==> src/rtl/ars_sha1_core_if.sv <==
// Host-side bus of the SHA-1 compression engine: block loading, start/chaining
// control and the digest/status outputs.
interface ars_sha1_core_if;
   logic         start;
   logic         load;
   logic [31:0]  din;
   logic [159:0] cv;
   logic         use_prev_cv;
   logic         busy;
   logic         ready;
   logic [159:0] cv_next;
   logic [31:0]  w;

   modport master (
      output start, load, din, cv, use_prev_cv,
      input  busy, ready, cv_next, w
   );

   modport slave (
      input  start, load, din, cv, use_prev_cv,
      output busy, ready, cv_next, w
   );
endinterface

==> src/rtl/ars_sha1_core.sv <==
// SHA-1 compression engine, one round per clock, 81-cycle busy window per block.
// Optional macro ARS_SHA1_WTAP_EN exposes the per-round schedule word on w.
//
// state   | meaning
// --------+-----------------------------------------------------------
// S_IDLE  | waiting for start; load shifts words into the block buffer
// S_ROUND | rounds 0..79, one per clock, schedule expanded in the buffer
// S_FINAL | add working vars to latched chaining value, pulse ready
module ars_sha1_core (
   input  logic            clk,
   input  logic            reset,
   ars_sha1_core_if.slave  bus
);

   typedef enum logic [1:0] {S_IDLE, S_ROUND, S_FINAL} state_t;

   state_t       state;
   logic [31:0]  blk [16];
   logic [31:0]  a, b, c, d, e;
   logic [159:0] cv_lat;
   logic [6:0]   rnd;
   logic         busy_r;
   logic         ready_r;
   logic [159:0] cv_next_r;

   logic [31:0]  f;
   logic [31:0]  k;
   logic [31:0]  t_sum;
   logic [31:0]  w_mix;
   logic [31:0]  w_sched;
   logic [159:0] cv_sel;

   always_comb begin
      f = '0;
      k = '0;
      if (rnd < 7'd20) begin
         f = (b & c) | (~b & d);
         k = 32'h5A827999;
      end else if (rnd < 7'd40) begin
         f = b ^ c ^ d;
         k = 32'h6ED9EBA1;
      end else if (rnd < 7'd60) begin
         f = (b & c) | (b & d) | (c & d);
         k = 32'h8F1BBCDC;
      end else begin
         f = b ^ c ^ d;
         k = 32'hCA62C1D6;
      end
   end

   // blk[0] always holds W_t; the window slides one word per round so the
   // next-needed word W_{t+16} is appended at the tail.
   assign t_sum   = {a[26:0], a[31:27]} + f + e + k + blk[0];
   assign w_mix   = blk[13] ^ blk[8] ^ blk[2] ^ blk[0];
   assign w_sched = {w_mix[30:0], w_mix[31]};
   assign cv_sel  = bus.use_prev_cv ? cv_next_r : bus.cv;

   always_ff @(posedge clk) begin
      if (!reset) begin
         state     <= S_IDLE;
         a         <= '0;
         b         <= '0;
         c         <= '0;
         d         <= '0;
         e         <= '0;
         cv_lat    <= '0;
         rnd       <= '0;
         busy_r    <= 1'b0;
         ready_r   <= 1'b0;
         cv_next_r <= '0;
         for (int i = 0; i < 16; i++) blk[i] <= '0;
      end else begin
         ready_r <= 1'b0;
         case (state)
            S_IDLE: begin
               if (bus.load) begin
                  for (int i = 0; i < 15; i++) blk[i] <= blk[i+1];
                  blk[15] <= bus.din;
               end
               if (bus.start) begin
                  cv_lat <= cv_sel;
                  a      <= cv_sel[159:128];
                  b      <= cv_sel[127:96];
                  c      <= cv_sel[95:64];
                  d      <= cv_sel[63:32];
                  e      <= cv_sel[31:0];
                  rnd    <= '0;
                  busy_r <= 1'b1;
                  state  <= S_ROUND;
               end
            end
            S_ROUND: begin
               a <= t_sum;
               b <= a;
               c <= {b[1:0], b[31:2]};
               d <= c;
               e <= d;
               for (int i = 0; i < 15; i++) blk[i] <= blk[i+1];
               blk[15] <= w_sched;
               if (rnd == 7'd79) begin
                  state <= S_FINAL;
               end else begin
                  rnd <= rnd + 7'd1;
               end
            end
            S_FINAL: begin
               cv_next_r <= {cv_lat[159:128] + a,
                             cv_lat[127:96]  + b,
                             cv_lat[95:64]   + c,
                             cv_lat[63:32]   + d,
                             cv_lat[31:0]    + e};
               busy_r  <= 1'b0;
               ready_r <= 1'b1;
               rnd     <= '0;
               state   <= S_IDLE;
            end
            default: begin
               busy_r <= 1'b0;
               state  <= S_IDLE;
            end
         endcase
      end
   end

`ifdef ARS_SHA1_WTAP_EN
   logic [31:0] w_r;

   always_ff @(posedge clk) begin
      if (!reset) begin
         w_r <= '0;
      end else if (state == S_ROUND) begin
         w_r <= blk[0];
      end
   end

   assign bus.w = w_r;
`else
   assign bus.w = 32'h0;
`endif

   assign bus.busy    = busy_r;
   assign bus.ready   = ready_r;
   assign bus.cv_next = cv_next_r;

endmodule

==> src/flat_wrapper.sv <==
// flat-port wrapper written by rule: the top's interface ports become plain ports
module ars_sha1_core_flat 
  (clk, reset, bus_start, bus_load, bus_din, bus_cv, bus_use_prev_cv, bus_busy, bus_ready, bus_cv_next, bus_w);
  ars_sha1_core_if bus_i ();
  input  logic clk;
  input  logic reset;
  input wire logic [$bits(bus_i.start)-1:0] bus_start;
  input wire logic [$bits(bus_i.load)-1:0] bus_load;
  input wire logic [$bits(bus_i.din)-1:0] bus_din;
  input wire logic [$bits(bus_i.cv)-1:0] bus_cv;
  input wire logic [$bits(bus_i.use_prev_cv)-1:0] bus_use_prev_cv;
  output wire logic [$bits(bus_i.busy)-1:0] bus_busy;
  output wire logic [$bits(bus_i.ready)-1:0] bus_ready;
  output wire logic [$bits(bus_i.cv_next)-1:0] bus_cv_next;
  output wire logic [$bits(bus_i.w)-1:0] bus_w;
  assign bus_i.start = bus_start;
  assign bus_i.load = bus_load;
  assign bus_i.din = bus_din;
  assign bus_i.cv = bus_cv;
  assign bus_i.use_prev_cv = bus_use_prev_cv;
  assign bus_busy = bus_i.busy;
  assign bus_ready = bus_i.ready;
  assign bus_cv_next = bus_i.cv_next;
  assign bus_w = bus_i.w;
  ars_sha1_core u_core (.clk(clk), .reset(reset), .bus(bus_i));
endmodule
==> config.mk <==
export PLATFORM = sky130hd
export DESIGN_NAME = ars_sha1_core_flat
export DESIGN_NICKNAME = d
export VERILOG_FILES = /design/src/rtl/ars_sha1_core_if.sv /design/src/rtl/ars_sha1_core.sv /design/src/flat_wrapper.sv
export SDC_FILE = /design/constraint.sdc
export NUM_CORES = 2
export LEC_CHECK = 0
export ABC_CLOCK_PERIOD_IN_PS = 22400
export BUFFER_PORTS_ARGS = -buffer_cell sky130_fd_sc_hd__buf_2
export CAP_MARGIN = 0
export CORE_MARGIN = 1.5
export CORE_UTILIZATION = 45
export CTS_CLUSTER_DIAMETER = 50
export CTS_CLUSTER_SIZE = 8
export DETAILED_ROUTE_END_ITERATION = 8
export GPL_TIMING_DRIVEN = 0
export SLEW_MARGIN = 20
export SYNTH_ARGS = -nofsm -noshare
export SYNTH_HDL_FRONTEND = slang
export SYNTH_SLANG_ARGS = --single-unit
==> constraint.sdc <==
create_clock -name clk -period 22.4 [get_ports clk]
set_clock_uncertainty 0.05 [all_clocks]
set_input_delay 1.12 -clock clk [delete_from_list [all_inputs] [get_ports clk]]
set_output_delay 1.12 -clock clk [all_outputs]
set_load 0.1 [all_outputs]
* After elaboration in Yosys (flattened, before gate mapping)
Memories as Yosys holds them, arrays and structs flattened. Index checks and enable logic that the tools add are counted.
Storage, ports and cells: bits in registers 491, RAM bits 512, bits of input ports 197, output and inout port bits 194, word-level logic and storage cells 151, memories kept 1
Memory list:
- u_core.blk | words 16, width 32, read ports 16, clocked after Yosys merged registers in 0, write ports 16, line ars_sha1_core.sv:18 | logic [31:0] blk [16];
Cells by class: $add $sub $neg 10, magnitude comparators 3, equality and inequality tests 6, multiplexer cells 66, bitwise gates (word level) 46, reductions and logical operators 8
Operators by type and width (number):
- $mux 32 | 42
- $pmux 32 s2 | 5
- $add 32x32->32 | 9
- $mux 160 | 1
- $xor 32x32->32 | 5
- $and 32x32->32 | 4
- $or 32x32->32 | 3
- $not 32->32 | 1
- $or 1x1->1 | 32
- $mux 31 | 1
- $pmux 7 s3 | 1
- $lt 7x6->1 const B | 2
- $mux 7 | 2
- $mux 1 | 10
- $reduce_and 2->1 | 4
- $add 7x1->7 const B | 1
- $eq 7x7->1 const B | 1
- $lt 7x5->1 const B | 1
- $mux 2 | 2
- $ne 2x2->1 const B | 2
- $pmux 2 s2 | 1
- $reduce_and 3->1 | 1
- $reduce_bool 3->1 | 1
- $eq 2x1->1 const B | 1
- other kinds (6) | 6

* Longest topological paths before layout
depth in word-level cells 11, gate-level depth with buffers 26, mapped depth without buffers 24

* Worst setup path after synthesis
No wires, ideal clock.
path type input -> register, start point input port reset, end point memory u_core.blk[0][0], enable pin, arrival time 6.305 ns, data required time 20.391 ns, slack 14.086 ns, cell stages on the path 5, path buffers 4, cells stage by stage clkbuf_1 > clkbuf_1 > clkbuf_1 > clkbuf_1 > nand2_1
RTL lines:
- from (decl) | line flat_wrapper.sv:6 | input logic reset;
- to (decl) | line ars_sha1_core.sv:18

* Worst setup path in the final report
start point register u_core.rnd[4], end point register u_core.a[29]
On the way: cells in the longest elaborated chain, start to end 9, elaborated cells between the ends (all ways) 14
RTL lines:
- from (decl) | line ars_sha1_core.sv:21 | logic [6:0] rnd;
- from (signal assigned) | line ars_sha1_core.sv:103 | rnd <= rnd + 7'd1;
- $lt 7x6->1 | line ars_sha1_core.sv:42 | end else if (rnd < 7'd60) begin
- $mux 32 | line ars_sha1_core.sv:42
- $mux 32 | line ars_sha1_core.sv:39 | end else if (rnd < 7'd40) begin
- $mux 32 | line ars_sha1_core.sv:36 | if (rnd < 7'd20) begin
- $add 32x32->32 (2 in series) | line ars_sha1_core.sv:53 | assign t_sum = {a[26:0], a[31:27]} + f + e + k + blk[0];
- $add 32x32->32 (*) (2 in series) | line ars_sha1_core.sv:53
- $pmux 32 s2 (*) | line ars_sha1_core.sv:74 | case (state)
- to (signal assigned) | line ars_sha1_core.sv:82 | a <= cv_sel[159:128];
- to (signal assigned) | line ars_sha1_core.sv:93 | a <= t_sum;
- to (decl) | line ars_sha1_core.sv:19 | logic [31:0] a, b, c, d, e;
Every way passes the cells marked *; elsewhere a longest branch is shown, timed or not. A chain may end at the register's enable or synchronous reset.

==> out/qor.yml <==
power:
  total_power_uw: 5950
  leakagePower_uw: 0.0261
  p_per_area_nw_per_um2: 97.0
  ir_worst_vdd_uv: 87.9
  swShare_pct: 33.2
  p_int_uw: 3980
  seqPwrFrac_pct: 38.6
  share_comb_of_total_power_pct: 23.5
  power_switching_uw: 1980
  pwr-share-clk_pct: 37.9
min_path:
  worstHoldStart: "u_core.bus.cv_next[70]$_SDFFE_PN0P_"
  holdPathStages: 2
  hold-path-endpoint: "u_core.bus.cv_next[70]$_SDFFE_PN0P_"
  worstHoldPathType: "flop to flop"
floorplan:
  dieArea_um2: 119000
  die_height_um: 344
  die_width_um: 344
  start_util_pct: 45.2
  rows: 125
  core_area_um2: 116000
  num_io_pins: 391
critical_path:
  worstSetupPathType: "flop to flop"
  crit_path_start_kind: "flop"
  path_max_fanout: 11
  end_kind: "flop"
  r2r_end: "u_core.a[29]$_SDFFE_PN0P_"
  r2r_slack_ns: 14.07
  crit_arrival_ns: 8.90
  worstPathRequired_ns: 22.97
  worstReg2RegStart: "u_core.rnd[4]$_SDFFE_PN0P_"
  worstRegToRegCells: 23
sta:
  slew_viol_final: 0
  worstMarginPinSlew_ns: 1.27
  rsz0062_at_grt: "no"
  timing.fmax_ghz: 0.120
  min_period_over_period_pct: 37.2
  hold_violations: 0
  setup_viol: 0
  fin_crit_ns: 8.33
  maxSlewHeadroom_pct: 15.4
  fin_setup_tns_ns: 0
route:
  routed_wl_um: 203000
  ant_nets: 0
  first_pass_iters: 6
  via_per_inst: 5.70
  drc_errors: 0
  drtIter0Drc: 4061
  wire_per_inst_um: 27.0
  vias: 42900
synth:
  synth_top_area_cell: "edfxtp_1"
  yosysSeqAreaShare_pct: 48.1
  yosysWarnings: 0
  synth_edf_count: 512
  synth_area_leaders: "edfxtp_1, dfxtp_1, and2_1"
  synth_cell_type_count: 79
  synthCells: 5382
  synth_ff_type: "edfxtp_1"
  syn_avg_cell_area_um2: 9.74
  netlist_area_um2: 52400
  ys_async_sr_fraction_pct: 0
  synth_top_cell_area_share_pct: 29.3
  synth-seq-cells: 1003
layout:
  multi_input_area_um2: 25200
  layout_commonest_cell: "nor2_1"
  seqCellArea_um2: 25200
  fin_nets: 6482
  fillers: 10600
  finalCoreUtilization_pct: 53.0
  area_growth_pct: 17.1
  final_cell_mix: "nor2_1, edfxtp_1, dfxtp_1"
  drive_above_1_share_pct: 11.0
clocking:
  cts_hold_buf: 0
  clockBufferDepth: 3
  clk_latency_ns: 0.78
  cts_tree: "done"
  clk_pin_slew_ns: 0.05
  clock-root-buffer: "clkbuf_16"
  cts.sinks: 1003
  numCtsBuffers: 157
  post-cts-setup-buffer-count: 0
  postCtsResizedCells: 0
  h-tree-depth: 4
global_route:
  grt-ovfl-total: 0
  antenna_found_initial: 16
  grt_start_max_net_pins: 57
  grt_pass1_vias: 40800
  grt_pass1_wl_um: 286000
  grt_usage_pct: 34.0
place:
  hpwl_um: 157000
  gp_congestion: 1.02
  port_buffers: 356
status:
  status: "finished clean"
flow_run:
  drv_cap: 0
-- registers in the layout (all words and copies together), names as in the netlist --
name,count
u_core.blk,512
u_core.rnd,7
u_core.a,32
u_core.d,32
u_core.c,32
u_core.bus.cv_next,160
u_core.b,32
u_core.state,2
u_core.cv_lat,160
u_core.bus.ready,1
u_core.e,32
u_core.bus.busy,1
-- cell families after synthesis --
| family | after synthesis | share of synthesized area [%] |
|---|---|---|
| flops | 1003 | 48.1 |
| compound gates | 1167 | 14.1 |
| other cells | 1 | 0.00715 |
| mux | 36 | 0.692 |
| buf+inv | 539 | 4.09 |
| fa+ha+maj | 345 | 10.0 |
| xor+xnor | 227 | 3.79 |
| simple gates | 2064 | 19.3 |
-- power groups by stage --
stage	registers, uW	logic (uW)	clock network, uW
3_3_place_gp	2330	1360	0
4_1_cts	2280	1380	2280
6_report	2300	1400	2260
3_5_place_dp	2320	1370	0
5_1_grt	2290	1530	2360
2_1_floorplan	2210	959	0
-- critical path, stage by stage (launching register included) --
cell and delay, ns:
dfxtp_1 0.29, clkbuf_1 0.18, a41oi_1 0.56, inv_1 0.28, nor2_1 0.31, clkinv_1 0.32
nand2_1 0.32, buf_1 0.74, nor2_1 0.09, nor2_1 0.41, fa_1 0.53, fa_1 0.49
inv_1 0.06, fa_1 0.48, inv_1 0.04, ha_1 0.36, nand3_1 0.27, or3_1 0.42
a211oi_1 0.46, nor3_1 0.20, o41ai_2 0.61, a211oi_1 0.18, xor2_1 0.36, o22ai_1 0.15
-- final cells by class --
type | instances | share of cell area [%]
multi-input combinational | 3871 | 41.1
sequential | 1003 | 41.1
clock buffer | 195 | 6.85
timing repair buffer | 368 | 3.40
tap | 1524 | 3.11
buffer | 324 | 2.24
inverter | 215 | 1.31
clock inverter | 35 | 0.930
antenna | 1 | 0.00408
-- cells in the mapped netlist, drive strengths merged (6+ instances only) --
cell type	count
nor4	7
o21a	39
o21bai	15
a21o	61
o32ai	23
edfxtp	512
inv	213
nor2	672
xnor2	119
a22oi	7
nor2b	177
o211ai	24
dfxtp	491
nor3	208
o31ai	15
and3	22
nand2	322
a31oi	22
a21oi	400
nand2b	29
or3	22
a21boi	9
o22ai	9
fa	124
o21ai	229
xor2	108
and2	490
o2111ai	6
clkbuf	267
nand3	80
a221oi	9
buf	57
ha	221
nand3b	9
o32a	7
or4	6
o41ai	6
a211o	6
o221ai	6
a211oi	231
o31a	6
mux2i	34
-- how the worst max path moves through the flow --
stage                          startpoint                      endpoint  slack (ns)  cells past startpoint
2_1_floorplan                       reset    u_core.blk[0][0]$_DFFE_PP_       14.09                      5
3_3_place_gp                        reset  u_core.blk[11][18]$_DFFE_PP_        8.67                      5
3_5_place_dp   u_core.rnd[4]$_SDFFE_PN0P_     u_core.a[31]$_SDFFE_PN0P_       14.24                     23
4_1_cts        u_core.rnd[4]$_SDFFE_PN0P_     u_core.a[31]$_SDFFE_PN0P_       14.20                     23
5_1_grt        u_core.rnd[4]$_SDFFE_PN0P_     u_core.a[31]$_SDFFE_PN0P_       13.87                     23
6_report       u_core.rnd[4]$_SDFFE_PN0P_     u_core.a[29]$_SDFFE_PN0P_       14.07                     23
-- routing by layer --
metal	part of all wire, %	vias up	global-route usage [%]
met2	46	1849	55.1
met3	7.4	534	6.25
met5	0.023	-	0
li1	-	19800	-
met1	39	20800	42.1
met4	7.1	6	20.9
-- per-stage QoR --
stage / hold slack, ns / setup WS, ns / cell area, um2 / instances
after floorplan: 0.391 / 14.09 / 52600 / 5413
after global placement: 0.403 / 8.67 / 56200 / 7293
after detailed placement: 0.407 / 14.24 / 56600 / 7305
after CTS: 0.413 / 14.20 / 61400 / 7535
after global routing: 0.428 / 13.87 / 61400 / 7535
final: 0.411 / 14.07 / 61400 / 7536
No activity file was read; power rests on OpenSTA's default activity.
